[config.mk]
export PLATFORM = sky130hd
export DESIGN_NAME = float_add_sequencer
export DESIGN_NICKNAME = d
export VERILOG_FILES = /design/src/rtl/float_add_sequencer.sv
export SDC_FILE = /design/constraint.sdc
export NUM_CORES = 1
export LEC_CHECK = 0
export CELL_PAD_IN_SITES_DETAIL_PLACEMENT = 0
export CELL_PAD_IN_SITES_GLOBAL_PLACEMENT = 1
export CORE_ASPECT_RATIO = 2
export CORE_MARGIN = 2
export CORE_UTILIZATION = 35
export CTS_BUF_LIST = sky130_fd_sc_hd__clkbuf_16
export CTS_CLUSTER_DIAMETER = 30
export DETAILED_ROUTE_END_ITERATION = 7
export GPL_TIMING_DRIVEN = 0
export PLACE_DENSITY_LB_ADDON = 0.1
export REMOVE_ABC_BUFFERS = 1
export SLEW_MARGIN = 20
export SYNTH_ARGS = -nofsm -noshare
export SYNTH_HDL_FRONTEND = slang
export SYNTH_SLANG_ARGS = --single-unit
export TNS_END_PERCENT = 20
[constraint.sdc]
create_clock -name clk -period 6 [get_ports clk]
set_input_delay 1.2 -clock clk [delete_from_list [all_inputs] [get_ports clk]]
set_output_delay 1.2 -clock clk [all_outputs]
set_load 0.03 [all_outputs]
[src/rtl/float_add_sequencer.sv]
// float_add_sequencer
//   Issue stage that sits directly in front of a registered floating-point adder.
//   Operand pairs from the core are buffered in a small FIFO. Pairs with a zero,
//   Inf or NaN operand are resolved here and never reach the adder. Every other
//   pair gets a one-cycle adder enable, and the adder's registered result is
//   captured on the following cycle.
//
// Ports
//   clk, rst                  rising-edge clock, asynchronous active-high reset
//   in_valid/in_ready         operand push handshake; in_ready = (count < DEPTH)
//   in_a, in_b, in_sub, in_tag  operand pair (IEEE-754 single), subtract flag, tag
//   fa_a, fa_b, fa_negate     registered adder operands (held outside ISSUE)
//   fa_enable                 adder enable, high only in ISSUE
//   fa_out                    adder registered result, sampled only in CAPTURE
//   res_valid/res_ready       result handshake
//   res_data, res_tag, res_special  result word, echoed tag, special-path flag
//   count                     FIFO occupancy
//   state_dbg                 current FSM state (IDLE=0 ISSUE=1 CAPTURE=2 HOLD=3)
//
// Handshakes: a transfer happens on a rising edge where valid & ready are both
//   high. A producer holding valid keeps its payload stable until the transfer;
//   ready may change freely and has no effect unless valid is also high.

module float_add_sequencer #(
  parameter int DEPTH = 4,
  parameter int TAG_W = 4
) (
  input  logic                     clk,
  input  logic                     rst,
  input  logic                     in_valid,
  output logic                     in_ready,
  input  logic [31:0]              in_a,
  input  logic [31:0]              in_b,
  input  logic                     in_sub,
  input  logic [TAG_W-1:0]         in_tag,
  output logic [31:0]              fa_a,
  output logic [31:0]              fa_b,
  output logic                     fa_negate,
  output logic                     fa_enable,
  input  logic [31:0]              fa_out,
  output logic                     res_valid,
  input  logic                     res_ready,
  output logic [31:0]              res_data,
  output logic [TAG_W-1:0]         res_tag,
  output logic                     res_special,
  output logic [$clog2(DEPTH):0]   count,
  output logic [1:0]               state_dbg
);

  localparam int PTR_W = $clog2(DEPTH);
  localparam int CNT_W = PTR_W + 1;
  localparam logic [PTR_W-1:0] PTR_ONE  = PTR_W'(1);
  localparam logic [CNT_W-1:0] CNT_ONE  = CNT_W'(1);
  localparam logic [CNT_W-1:0] CNT_FULL = CNT_W'(DEPTH);
  localparam logic [31:0]      QNAN     = 32'h7FC0_0000;

  typedef enum logic [1:0] {
    IDLE    = 2'd0,
    ISSUE   = 2'd1,
    CAPTURE = 2'd2,
    HOLD    = 2'd3
  } state_t;

  typedef struct packed {
    logic [31:0]      a;
    logic [31:0]      b;
    logic             sub;
    logic [TAG_W-1:0] tag;
  } entry_t;

  state_t           state, state_next;
  entry_t           mem [DEPTH];
  entry_t           head;
  logic [PTR_W-1:0] wr_ptr, rd_ptr;
  logic             push, pop;
  logic             head_nan, head_a_zero, head_b_zero, head_special;
  logic [31:0]      special_data;

  assign in_ready  = (count < CNT_FULL);
  assign push      = in_valid && in_ready;
  assign head      = mem[rd_ptr];
  assign fa_enable = (state == ISSUE);
  assign res_valid = (state == HOLD);
  assign state_dbg = state;

  // Special-case classification of the FIFO head. NaN/Inf wins over zero so
  // that 0 + Inf and 0 + NaN both produce the canonical quiet NaN.
  always_comb begin
    head_nan     = (head.a[30:23] == 8'hFF) || (head.b[30:23] == 8'hFF);
    head_a_zero  = (head.a[30:0] == 31'd0);
    head_b_zero  = (head.b[30:0] == 31'd0);
    head_special = head_nan || head_a_zero || head_b_zero;
    if (head_nan)
      special_data = QNAN;
    else if (head_a_zero)
      special_data = {head.b[31] ^ head.sub, head.b[30:0]};
    else
      special_data = head.a;
  end

  // FIFO storage carries no reset; validity is tracked by count/pointers.
  always_ff @(posedge clk) begin
    if (push) mem[wr_ptr] <= '{a: in_a, b: in_b, sub: in_sub, tag: in_tag};
  end

  // Pointers wrap naturally because DEPTH is a power of two.
  always_ff @(posedge clk or posedge rst) begin
    if (rst) begin
      wr_ptr <= '0;
      rd_ptr <= '0;
      count  <= '0;
    end else begin
      if (push) wr_ptr <= wr_ptr + PTR_ONE;
      if (pop)  rd_ptr <= rd_ptr + PTR_ONE;
      case ({push, pop})
        2'b10:   count <= count + CNT_ONE;
        2'b01:   count <= count - CNT_ONE;
        default: count <= count;
      endcase
    end
  end

  always_ff @(posedge clk or posedge rst) begin
    if (rst) state <= IDLE;
    else     state <= state_next;
  end

  always_comb begin
    state_next = state;
    pop        = 1'b0;
    case (state)
      IDLE: begin
        if (count != '0) begin
          pop        = 1'b1;
          state_next = head_special ? HOLD : ISSUE;
        end
      end
      ISSUE:   state_next = CAPTURE;
      CAPTURE: state_next = HOLD;
      HOLD:    if (res_ready) state_next = IDLE;
      default: state_next = IDLE;
    endcase
  end

  // Operand and result registers. The tag is latched at pop and stays put
  // through ISSUE/CAPTURE/HOLD; adder operands are only reloaded for
  // normal-path pairs so they hold their last value otherwise.
  always_ff @(posedge clk or posedge rst) begin
    if (rst) begin
      fa_a        <= '0;
      fa_b        <= '0;
      fa_negate   <= 1'b0;
      res_data    <= '0;
      res_tag     <= '0;
      res_special <= 1'b0;
    end else begin
      if (pop) begin
        res_tag <= head.tag;
        if (head_special) begin
          res_data    <= special_data;
          res_special <= 1'b1;
        end else begin
          fa_a      <= head.a;
          fa_b      <= head.b;
          fa_negate <= head.sub;
        end
      end
      if (state == CAPTURE) begin
        res_data    <= fa_out;
        res_special <= 1'b0;
      end
    end
  end

endmodule

==> results by group <==
Clocking
  – Post-cts hold buffer count: 0
  – Setup bufs post-CTS: 0
  – Clock Latency Late Sink: 0.55 ns
  – H-tree levels: 2
  – Inserted Clock Buffers: 52
  – TritonCTS clock tree: built
  – Clk buf depth: 3
  – Post-cts sizing count: 0
  – Root Buffer: clkbuf_16
  – Clock slew at reported path FFs: 0.06 ns
  – CTS sink count: 387

Placed design
  – I/O Buffers: 214
  – Global placer's final weighted congestion: 0.687
  – Place WS: 1.33 ns
  – DP Wirelength: 26,000 um

Logic synthesis
  – Post-synth top cells: edfxtp_1 (276), dfrtp_1 (111), mux4_2 (69), mux2_2 (65), nand2_1 (39)
  – Cells after synthesis: 777
  – Top cell type by total area after synthesis: edfxtp_1
  – Count leader, synth: edfxtp_1
  – FF+latch count, synth: 387
  – Post-Synthesis Cell Area: 14,900 um2
  – Synth top area share: 0.557
  – Sequential fraction of the synthesis area: 0.744
  – Synth warnings: 0
  – Syn Area/Cell: 19.2 um2
  – Synth area leaders: edfxtp_1 (56%), dfrtp_1 (19%), mux4_2 (10%)
  – Post-synth EDFFs: 276
  – Library cells used by synthesis: 34
  – Ys flop type: edfxtp_1
  – Async S/R FF share, synth: 0.287

Setup path
  – Worst Path Max Fanout: 29
  – Most common cell on crit path: buf_4
  – Required @ worst endpoint: 6.43 ns
  – Reg2Reg Depth: 11
  – Reg2reg end: fa_a[20]
  – WP buf/inv: 5
  – Arr. time, crit path: 4.94 ns
  – Crit-path cells: buf_16, mux4_2, nor4_1, nand4_1, o22ai_2, nor3_2, buf_4, buf_4, buf_4, buf_4, mux2_2
  – R2r startpoint: rd_ptr[0]
  – Critical Path End Type: register
  – Reg2Reg Setup Slack: 1.49 ns
  – CP top delay family: simple AND/OR/NAND/NOR gates
  – Kind of critical path: reg2reg
  – CP max stage cell: dfrtp_4
  – Critical Path Start Type: register
  – Largest stage delay on the critical path: 0.72 ns

Power
  – Total power: 11.3 mW
  – Leak: 7.01 nW
  – Peak supply drop: 0.267 mV
  – Cell Pwr Density: 573 nW/um2

GRT
  – Initial antenna violation count: 5
  – Largest net degree at the start of global routing: 64
  – Global-route wire length before repair: 56,800 um
  – Global Route Usage Sum: 0.176
  – Vias in the first global route: 8,907
  – Grt ovf: 0

STA
  – Final hold viol count: 0
  – Final WS setup: 1.49 ns
  – Min Tclk post-route: 4.51 ns
  – RSZ-0062 raised after global routing: false
  – Slew @ Worst Pin: 0.933 ns
  – Clock Skew: 0.0165 ns
  – WHS: 0.473 ns
  – Final setup vio count: 0
  – Final Max Slew Viols: 0
  – Slew margin rel.: 0.372
  – Fmax: 0.221 GHz
  – Crit share post-route: 0.752

Route
  – Routed vias: 8,094
  – Routed WL per cell: 23.6 um
  – Post-Route WL: 38,200 um
  – TritonRoute pass-1 iters: 4
  – 1st-iter DRT viols: 312
  – # DRC: 0
  – ANT nets after route: 0
  – Via density: 5.01

Layout
  – Nets: 1,146
  – Layout cell share with drive strength beyond 1: 0.243
  – Final core utilization: 0.472
  – Area grow syn2layout: 33.0%

Job
  – Max-cap violations: 0

Outcome
  – Outcome: complete, no violations

Die
  – Die Width: 150 um
  – Row count: 106
  – Starting Density: 0.355
  – Io pins: 215
  – Core area: 41,900 um2
  – Die Span Y: 296 um
  – Die Area: 44,300 um2

Worst hold path
  – Worst Min Path Start: res_tag[0]
  – Hold Crit Class: reg2reg
  – Worst hold path depth: 2
  – Hold Path Sink: res_tag[0]
metal layers:
| metal | track usage | wire length (um) |
|---|---|---|
| met4 | 0.0637 | 1110 |
| met1 | 0.194 | 14000 |
| met3 | 0.0338 | 1880 |
| met2 | 0.329 | 21200 |
| met5 | 0 | 13 |
flip-flops by register name, indices dropped and copies added (netlist names):
name / flops
count: 3
fa_a: 32
fa_b: 32
fa_negate: 1
mem: 276
rd_ptr: 2
res_data: 32
res_special: 1
res_tag: 4
state_dbg: 2
wr_ptr: 2
where the power goes:
group	internal, mW	switching, mW
Clock	2.01	1.18
Combinational	1.93	2.33
Sequential	3.57	0.336
Total	7.51	3.84
final cells by class:
type | instances | area [um2]
multi-input cells | 314 | 3530
clock inverters | 43 | 493
well taps | 540 | 676
clock buffers | 53 | 1330
inverters | 37 | 146
repair buffers | 238 | 2530
diodes | 4 | 10.0
fillers | 3731 | 22100
flip-flops and latches | 387 | 11100
layout by cell type (no fill, tap or decap), types with 23 or more instances in the layout:
master,synthesis,final
edfxtp_1,276,276
mux4_2,69,69
clkbuf_16,0,53
inv_1,37,39
mux2_2,65,65
o221ai_1,23,23
dfrtp_1,111,109
nand2_1,39,39
a21oi_1,24,24
clkdlybuf4s50_1,0,214
how the worst max path moves through the flow:
stage / depth (start not counted) / end / from / slack (ns)
2_1_floorplan: 6 / fa_a[0] / rd_ptr[0] / -3.05
3_3_place_gp: 6 / fa_a[20] / rd_ptr[0] / -9.34
3_5_place_dp: 11 / fa_a[20] / rd_ptr[0] / 1.33
4_1_cts: 11 / fa_a[20] / rd_ptr[0] / 1.30
5_1_grt: 11 / fa_a[21] / rd_ptr[0] / 1.26
6_report: 11 / fa_a[20] / rd_ptr[0] / 1.49
kinds of logic (layout without fill, tap and decap cells):
group / count (synthesis) / count (layout) / share of synthesized area
mux: 136 / 136 / 0.155
xor+xnor: 7 / 7 / 0.00412
other cells: 0 / 4 / 0
flops: 387 / 387 / 0.744
fa+ha+maj: 11 / 11 / 0.00975
compound gates: 72 / 72 / 0.0362
simple gates: 88 / 88 / 0.0297
buf+inv: 76 / 371 / 0.0217
through the flow:
step                      std cells  TNS (ns)  cell area [um2]
final                          1616         0            19800
after detailed placement       1516         0            18000
after CTS                      1612         0            19800
after global placement         1492   -790.31            17500
after global routing           1616         0            19800
after floorplan                 738   -198.51            14700
worst reg2reg max path, delay by kind of cell, from the launching register on:
kind                   cells  cell delay (ns)
AND/OR/NAND/NOR            3             1.18
buffers and inverters      5             1.10
multiplexers               2             0.94
flip-flops                 1             0.72
AO/OA/AOI/OAI              1             0.46
Power figures use the tool's default switching activity.
